<file path="src/rtl/omem_responder_if.sv">
// Array access bus and host drain stream of the output-memory responder.
// master = array/host side, slave = responder.
interface omem_responder_if #(
    parameter int AW = 4,
    parameter int DW = 64
);
    logic          EN_O;
    logic          RW_O;
    logic [AW-1:0] ADDR_O;
    logic [DW-1:0] WDATA_O;
    logic [DW-1:0] RDATA_O;
    logic          D_VALID;
    logic          D_READY;
    logic [DW-1:0] D_DATA;
    logic [AW-1:0] D_ADDR;

    modport master (
        output EN_O, RW_O, ADDR_O, WDATA_O, D_READY,
        input  RDATA_O, D_VALID, D_DATA, D_ADDR
    );

    modport slave (
        input  EN_O, RW_O, ADDR_O, WDATA_O, D_READY,
        output RDATA_O, D_VALID, D_DATA, D_ADDR
    );
endinterface

</file>
<file path="src/rtl/omem_responder.sv">
// Output-memory responder: OMEM for the MAC array, fill tracking and a valid/ready drain engine.
// Define OMEM_PARITY_EN to add per-entry even parity with a sticky PERR flag.
module omem_responder #(
    parameter int DEPTH = 16,
    parameter int AW    = 4,
    parameter int DW    = 64
) (
    input  logic            CLK,
    input  logic            RST,
    omem_responder_if.slave bus,
    input  logic [AW:0]     FILL_TARGET,
    input  logic            CLEAR,
    output logic            ALL_VALID,
    output logic [AW:0]     FILL_CNT,
    input  logic            DRAIN_START,
    output logic            DRAIN_BUSY,
    output logic            DRAIN_DONE,
    output logic            PERR
);
    typedef enum logic [1:0] {IDLE, RD, HOLD} state_t;

    state_t           state;
    state_t           state_nxt;
    logic [DW-1:0]    mem [DEPTH];
    logic [DEPTH-1:0] vbit;
    logic [AW:0]      fill_cnt;
    logic [AW:0]      tgt_lat;
    logic [AW:0]      eff_target;
    logic [AW-1:0]    ptr;
    logic [DW-1:0]    rdata;
    logic [DW-1:0]    d_data;
    logic             done;
    logic             perr;
    logic             perr_set;
    logic             arr_rd;
    logic             arr_wr;
    logic             drain_rd;
    logic             accept;
    logic             last;
    logic             done_nxt;

    assign arr_rd     = bus.EN_O & ~bus.RW_O;
    assign arr_wr     = bus.EN_O & bus.RW_O;
    assign eff_target = (FILL_TARGET == '0) ? (AW+1)'(DEPTH) : FILL_TARGET;
    assign last       = ({1'b0, ptr} == tgt_lat - (AW+1)'(1));

    assign bus.RDATA_O = rdata;
    assign bus.D_DATA  = d_data;
    assign bus.D_ADDR  = ptr;
    assign FILL_CNT    = fill_cnt;
    assign ALL_VALID   = (fill_cnt == eff_target);
    assign DRAIN_DONE  = done;
    assign PERR        = perr;

    always_ff @(posedge CLK) begin
        if (RST) state <= IDLE;
        else     state <= state_nxt;
    end

    // The array owns the port: a drain read only happens in RD on a cycle with EN_O low.
    always_comb begin
        state_nxt = state;
        unique case (state)
            IDLE:    if (DRAIN_START) state_nxt = RD;
            RD:      if (!bus.EN_O) state_nxt = HOLD;
            HOLD:    if (bus.D_READY) state_nxt = last ? IDLE : RD;
            default: state_nxt = IDLE;
        endcase
        if (CLEAR) state_nxt = IDLE;
    end

    always_comb begin
        drain_rd    = (state == RD) && !bus.EN_O;
        accept      = (state == HOLD) && bus.D_READY;
        done_nxt    = accept && last && !CLEAR;
        bus.D_VALID = (state == HOLD);
        DRAIN_BUSY  = (state != IDLE);
    end

    always_ff @(posedge CLK) begin
        if (arr_wr) mem[bus.ADDR_O] <= bus.WDATA_O;
    end

`ifdef OMEM_PARITY_EN
    logic [DEPTH-1:0] par;

    always_ff @(posedge CLK) begin
        if (arr_wr) par[bus.ADDR_O] <= ^bus.WDATA_O;
    end

    // Entries never written since the last clear hold stale parity, so only tracked entries are checked.
    assign perr_set = (arr_rd && vbit[bus.ADDR_O] && ((^mem[bus.ADDR_O]) != par[bus.ADDR_O])) ||
                      (drain_rd && vbit[ptr] && ((^mem[ptr]) != par[ptr]));
`else
    assign perr_set = 1'b0;
`endif

    always_ff @(posedge CLK) begin
        if (RST) begin
            vbit     <= '0;
            fill_cnt <= '0;
            tgt_lat  <= '0;
            ptr      <= '0;
            rdata    <= '0;
            d_data   <= '0;
            done     <= 1'b0;
            perr     <= 1'b0;
        end else begin
            done <= done_nxt;
            if (arr_rd)   rdata  <= mem[bus.ADDR_O];
            if (drain_rd) d_data <= mem[ptr];

            if (state == IDLE && DRAIN_START) tgt_lat <= eff_target;
            if (accept) ptr <= last ? '0 : ptr + AW'(1);

            // A completed drain retires the tile exactly like CLEAR, minus the abort.
            if (CLEAR || done_nxt) begin
                vbit     <= '0;
                fill_cnt <= '0;
                ptr      <= '0;
            end else if (arr_wr && !vbit[bus.ADDR_O]) begin
                vbit[bus.ADDR_O] <= 1'b1;
                if (fill_cnt != (AW+1)'(DEPTH)) fill_cnt <= fill_cnt + (AW+1)'(1);
            end

            if (CLEAR)         perr <= 1'b0;
            else if (perr_set) perr <= 1'b1;
        end
    end
endmodule

</file>
<file path="src/flat_wrapper.sv">
// flat-port wrapper written by rule: the top's interface ports become plain ports
module omem_responder_flat 
#(
    parameter int DEPTH = 16,
    parameter int AW    = 4,
    parameter int DW    = 64
)
  (CLK, RST, FILL_TARGET, CLEAR, ALL_VALID, FILL_CNT, DRAIN_START, DRAIN_BUSY, DRAIN_DONE, PERR, bus_EN_O, bus_RW_O, bus_ADDR_O, bus_WDATA_O, bus_D_READY, bus_RDATA_O, bus_D_VALID, bus_D_DATA, bus_D_ADDR);
  omem_responder_if #(.AW(AW), .DW(DW)) bus_i ();
  input  logic CLK;
  input  logic RST;
  input  logic [AW:0] FILL_TARGET;
  input  logic CLEAR;
  output logic ALL_VALID;
  output logic [AW:0] FILL_CNT;
  input  logic DRAIN_START;
  output logic DRAIN_BUSY;
  output logic DRAIN_DONE;
  output logic PERR;
  input wire logic [$bits(bus_i.EN_O)-1:0] bus_EN_O;
  input wire logic [$bits(bus_i.RW_O)-1:0] bus_RW_O;
  input wire logic [$bits(bus_i.ADDR_O)-1:0] bus_ADDR_O;
  input wire logic [$bits(bus_i.WDATA_O)-1:0] bus_WDATA_O;
  input wire logic [$bits(bus_i.D_READY)-1:0] bus_D_READY;
  output wire logic [$bits(bus_i.RDATA_O)-1:0] bus_RDATA_O;
  output wire logic [$bits(bus_i.D_VALID)-1:0] bus_D_VALID;
  output wire logic [$bits(bus_i.D_DATA)-1:0] bus_D_DATA;
  output wire logic [$bits(bus_i.D_ADDR)-1:0] bus_D_ADDR;
  assign bus_i.EN_O = bus_EN_O;
  assign bus_i.RW_O = bus_RW_O;
  assign bus_i.ADDR_O = bus_ADDR_O;
  assign bus_i.WDATA_O = bus_WDATA_O;
  assign bus_i.D_READY = bus_D_READY;
  assign bus_RDATA_O = bus_i.RDATA_O;
  assign bus_D_VALID = bus_i.D_VALID;
  assign bus_D_DATA = bus_i.D_DATA;
  assign bus_D_ADDR = bus_i.D_ADDR;
  omem_responder #(.DEPTH(DEPTH), .AW(AW), .DW(DW)) u_core (.CLK(CLK), .RST(RST), .bus(bus_i), .FILL_TARGET(FILL_TARGET), .CLEAR(CLEAR), .ALL_VALID(ALL_VALID), .FILL_CNT(FILL_CNT), .DRAIN_START(DRAIN_START), .DRAIN_BUSY(DRAIN_BUSY), .DRAIN_DONE(DRAIN_DONE), .PERR(PERR));
endmodule
</file>
<file path="config.mk">
export PLATFORM = sky130hd
export DESIGN_NAME = omem_responder_flat
export DESIGN_NICKNAME = d
export VERILOG_FILES = /design/src/rtl/omem_responder_if.sv /design/src/rtl/omem_responder.sv /design/src/flat_wrapper.sv
export SDC_FILE = /design/constraint.sdc
export NUM_CORES = 1
export LEC_CHECK = 0
export ABC_AREA = 0
export BUFFER_PORTS_ARGS = -buffer_cell sky130_fd_sc_hd__buf_4
export CORE_ASPECT_RATIO = 0.9
export CORE_MARGIN = 1
export CORE_UTILIZATION = 35
export DETAILED_ROUTE_END_ITERATION = 10
export PLACE_DENSITY = 0.54
export RECOVER_POWER = 50
export SLEW_MARGIN = 20
export SYNTH_ARGS = -nofsm -noshare
export SYNTH_HDL_FRONTEND = slang
export SYNTH_SLANG_ARGS = --single-unit
</file>
<file path="constraint.sdc">
create_clock -name CLK -period 6.2 [get_ports CLK]
set_input_delay 1.24 -clock CLK [delete_from_list [all_inputs] [get_ports CLK]]
set_output_delay 1.24 -clock CLK [all_outputs]
set_load 0.01 [all_outputs]
</file>
# ---- After elaboration in Yosys (flattened, before gate mapping)
# Memories as Yosys holds them, arrays and structs flattened. A register that Yosys moved wholly into a read port is not among the register bits.
# Cells that the tools add are included.
dict set report classes {
  eq_ne 8
  add_sub_neg 3
  n_mux 13
  bitwise_logic 4
  n_lt_le_gt_ge 2
  n_reduce_logical 18
}
# cell count
set op_table {}
lappend op_table {{$or A16 B16 Y16} 1}
lappend op_table {{$logic_and A1 B1 Y1} 7}
lappend op_table {{$mux W2} 3}
lappend op_table {{$ne A2 B2 Y1 const B} 3}
lappend op_table {{$pmux W2 S3} 1}
lappend op_table {{$add A5 B1 Y5 const B} 1}
lappend op_table {{$eq A4 B5 Y1} 1}
lappend op_table {{$eq A5 B5 Y1} 1}
lappend op_table {{$logic_not A5 Y1} 1}
lappend op_table {{$lt A4 B5 Y1 const B} 1}
lappend op_table {{$mux W1} 5}
lappend op_table {{$mux W5} 1}
lappend op_table {{$ne A5 B5 Y1 const B} 1}
lappend op_table {{$sub A5 B1 Y5 const B} 1}
lappend op_table {{$add A4 B1 Y4 const B} 1}
lappend op_table {{$bmux W1 S4} 1}
lappend op_table {{$demux W1 S4} 1}
lappend op_table {{$ge A4 B1 Y1 const B} 1}
lappend op_table {{$mux W4} 1}
lappend op_table {{$reduce_or A2 Y1} 2}
lappend op_table {{$logic_not A1 Y1} 3}
lappend op_table {{$reduce_and A3 Y1} 1}
lappend op_table {{$and A1 B1 Y1} 2}
lappend op_table {{$eq A2 B1 Y1 const B} 1}
lappend op_table {{other kinds (6)} 6}
dict set report word_totals {
  reg_bits 33
  inputBits 80
  elab_cells 55
  ram_bits 1024
  memories 1
  out_inout_bits 142
}
# name depth width rd rd_ports_with_merged_regs wr line
set mem_list {}
lappend mem_list {u_core.mem 16 64 2 2 1 omem_responder.sv:24} ;# logic [DW-1:0] mem [DEPTH];

# ---- Depth between registers and ports, before layout
dict set report logic_depth {
  word_depth 6
  ltp_mapped 8
  ltp_nobuf 7
}

# ---- Worst setup path after synthesis
# No wires, ideal clock.
dict set report synth_path {
  path_kind {input -> register}
  start {input port bus_ADDR_O[0]}
  end {memory u_core.mem[0][0] (enable)}
  setup_ns 0.486
  arrival_time_ns 4.931
  required_time_ns 5.714
  path_buffers 4
  stages 6
  slack_ns 0.783
  path_cell_list {buf_6 > buf_12 > buf_12 > buf_6 > or3_1 > nor2_1}
}
# element line
set synth_lines {}
lappend synth_lines {{start: declaration} flat_wrapper.sv:22} ;# input wire logic [$bits(bus_i.ADDR_O)-1:0] bus_ADDR_O;
lappend synth_lines {{end: declaration} omem_responder.sv:24}
# Straight into the memory's write port.

# ---- Worst setup path after layout
dict set report layout_path {
  start {input port bus_EN_O}
  end {memory u_core.mem[0][33] (enable)}
}
dict set report layout_via {
  elab_chain_cells 3
}
# element line
set layout_rtl {}
lappend layout_rtl {{start: declaration} flat_wrapper.sv:20} ;# input wire logic [$bits(bus_i.EN_O)-1:0] bus_EN_O;
lappend layout_rtl {{$and A1 B1 Y1} omem_responder.sv:43} ;# assign arr_wr = bus.EN_O & bus.RW_O;
lappend layout_rtl {{$mux W1} omem_responder.sv:81} ;# if (arr_wr) mem[bus.ADDR_O] <= bus.WDATA_O;
lappend layout_rtl {{$mux W1 (not written as such)} omem_responder.sv:81}
# No other way between the ends.

==> results.json <==
{
  "place_ws_ps": 1917,
  "status": "finished, violations left",
  "worst_slack_ps": 1851,
  "synth_xor_area_share_pct": 0.2352,
  "area_growth_pct": 14.27,
  "synth_top_flop_cell": "edfxtp_1",
  "worst_pin_slew_ps": 3013,
  "grt_max_degree": 130,
  "end_kind": "flip-flop",
  "grt_pass1_vias": 30751,
  "cts_max_path_buffers": 3,
  "critPathBufInv": 2,
  "synth_nets": 2814,
  "rsz0062_at_grt": "false",
  "antenna_left": 0,
  "synthMuxAreaShare_pct": 25.13,
  "dr_total_vias": 28766,
  "critical-path-max-stage-delay_ps": 2020,
  "tritoncts": "built",
  "dp_hpwl_um": 79390,
  "tns_ps": 0,
  "fmax_mhz": 229.9,
  "dp_cells": 4756,
  "synth-adder-area-share_pct": 0.09600,
  "cp_max_fo": 64,
  "grt_overflow": 0,
  "post-cts-setup-buffers": 0,
  "cts_hold_buf": 0,
  "setup_violations": 0,
  "ys_warn_count": 0,
  "cp-start-kind": "input pin",
  "hp-class": "flip-flop to flip-flop",
  "vdd_drop_max_mv": 0.2400,
  "fp-row-count": 133,
  "core_area_mm2": 0.1469,
  "yosys.area_share.simple_pct": 2.395,
  "async_flop_share_pct": 0,
  "clock_latency_ps": 770,
  "skew_ps": 31.13,
  "syn_area_mm2": 0.05213,
  "powerDensity_mw_per_mm2": 293.2,
  "postSynthAreaPerCell_um2": 19.10,
  "cts_sinks": 1185,
  "grt_pass1_wl_um": 215000,
  "routed_wl_um": 148600,
  "nFillCells": 13023,
  "grt_util_all_layers_pct": 19.71,
  "synth-compound-area-share_pct": 4.423,
  "synth_seq_cells": 1185,
  "fin_nets": 3018,
  "via_per_inst": 5.745,
  "synth_cell_types": 48,
  "drive_above_1_share_pct": 27.68,
  "hold_viol_final": 0,
  "cts_buffers": 133,
  "root_buffer": "clkbuf_16",
  "first_pass_iters": 5,
  "yosysSeqAreaShare_pct": 65.16,
  "synth_top_family_by_area": "multiplexers",
  "io_buffers": 220,
  "placed_area_mm2": 0.05585,
  "layout_common_cells": "edfxtp_1 (1,024), mux4_2 (481), clkbuf_1 (179)",
  "arrival_ps": 4640,
  "p_leak_nw": 18.08,
  "syn_inst": 2730,
  "post-route-period-util_pct": 70.14,
  "ios": 222,
  "cap_violations": 4,
  "slowest_stage": "clkbuf_2",
  "start_util_pct": 35.48,
  "antenna_found_initial": 12,
  "power.total_mw": 17.47,
  "path_class": "input pin to flip-flop",
  "period_needed_ps": 4349,
  "h-tree-depth": 4,
  "synth_edf_count": 1024,
  "initialDrtViolationCount": 2718,
  "place.gp.congestion": 0.7481,
  "cp.required_ps": 6490,
  "violations": "capacitance limit, slew limit",
  "wl_per_cell_um": 29.67,
  "layout_commonest_cell": "edfxtp_1",
  "die_w_um": 408.8,
  "cts_resized": 0,
  "die_h_um": 368.1,
  "final_core_util_pct": 40.54,
  "crit_family": "buffers and inverters",
  "die_area_mm2": 0.1505,
  "slew_violations": 163,
  "finalInstanceArea_mm2": 0.05957,
  "finalNonFillerCells": 5007,
  "clk_pin_slew_worst_paths_ps": 60,
  "crit_chain": "clkbuf_1 -> nand2_1 -> or3_1 -> nor2_4 -> clkbuf_2",
  "drc": 0,
  "hold_ws_ps": 469.4,
  "relSlewSlack_pct": -100.9
}
-- cell families (layout without fill, tap and decap cells) --
| group | count (synthesis) | after routing |
|---|---|---|
| adder cells (fa/ha/maj) | 4 | 4 |
| AND/OR/NAND/NOR | 300 | 300 |
| XOR/XNOR | 14 | 14 |
| multiplexers | 654 | 654 |
| AO/OA/AOI/OAI | 357 | 357 |
| buffers and inverters | 215 | 531 |
| other | 1 | 5 |
| flip-flops | 1185 | 1185 |
-- registers in the layout, indices dropped and copies added (netlist names) --
| signal | count |
|---|---|
| u_core.FILL_CNT | 5 |
| u_core.bus.RDATA_O | 64 |
| u_core.tgt_lat | 5 |
| u_core.DRAIN_DONE | 1 |
| u_core.vbit | 16 |
| u_core.state | 2 |
| u_core.mem | 1024 |
| u_core.bus.D_ADDR | 4 |
| u_core.bus.D_DATA | 64 |
-- cells in the mapped netlist (all sizes together) (4+ instances only) --
master,n,area share [%]
edfxtp,1024,59
mux4,514,22
nor2,180,1.3
dfxtp,161,6.2
a21oi,153,1.5
mux2i,140,2.7
buf,132,1.9
clkbuf,77,0.57
nand2,77,0.55
o21ai,68,0.65
a22o,64,1.1
a311oi,64,1.1
xnor2,9,0.15
nand2b,7,0.084
inv,6,0.043
nor2b,6,0.072
nor3,6,0.058
or3,5,0.060
xor2,5,0.084
ha,4,0.096
-- per-layer routing --
metal | GRT usage, % | up-vias | routed length (µm)
met5 | 0 | - | 42
met4 | 6.173 | 8 | 3737
met3 | 3.337 | 230 | 8977
met2 | 33.01 | 1049 | 73770
met1 | 26.14 | 15531 | 62050
li1 | - | 11948 | -
-- where the power goes --
part           switching, mW  internal (mW)
Sequential            0.0788           8.78
Clock                   3.21           4.55
Combinational          0.513          0.333
Total                   3.80           13.7
-- worst min-delay path, stage by stage (launching register included) --
cell and delay (ps):
dfxtp_1 330, a21oi_1 60, o21ai_0 50
-- area by class of cell --
cell class | instances | area [µm²] | share of cell area (%)
Multi-Input combinational cell | 1330 | 16990 | 28.51
Inverter | 6 | 22.52 | 0.03781
Tap cell | 1957 | 2449 | 4.110
Clock buffer | 189 | 3735 | 6.270
Clock inverter | 58 | 536.8 | 0.9011
Antenna cell | 4 | 10.01 | 0.01680
Timing Repair Buffer | 278 | 1849 | 3.104
Sequential cell | 1185 | 33980 | 57.05
-- worst paths after layout --
check,slack (ps),start,end,depth (start not counted)
hold / removal,470,u_core.bus.D_DATA[11]$_SDFFE_PP0P_,u_core.bus.D_DATA[11]$_SDFFE_PP0P_,2
setup reg to reg,3310,u_core.bus.D_ADDR[1]$_SDFFE_PP0P_,u_core.bus.D_DATA[19]$_SDFFE_PP0P_,6
setup / recovery,1850,bus_EN_O,u_core.mem[0][33]$_DFFE_PP_,5
hold reg to reg,470,u_core.bus.D_DATA[11]$_SDFFE_PP0P_,u_core.bus.D_DATA[11]$_SDFFE_PP0P_,2
(Power assumes the default switching activity.)
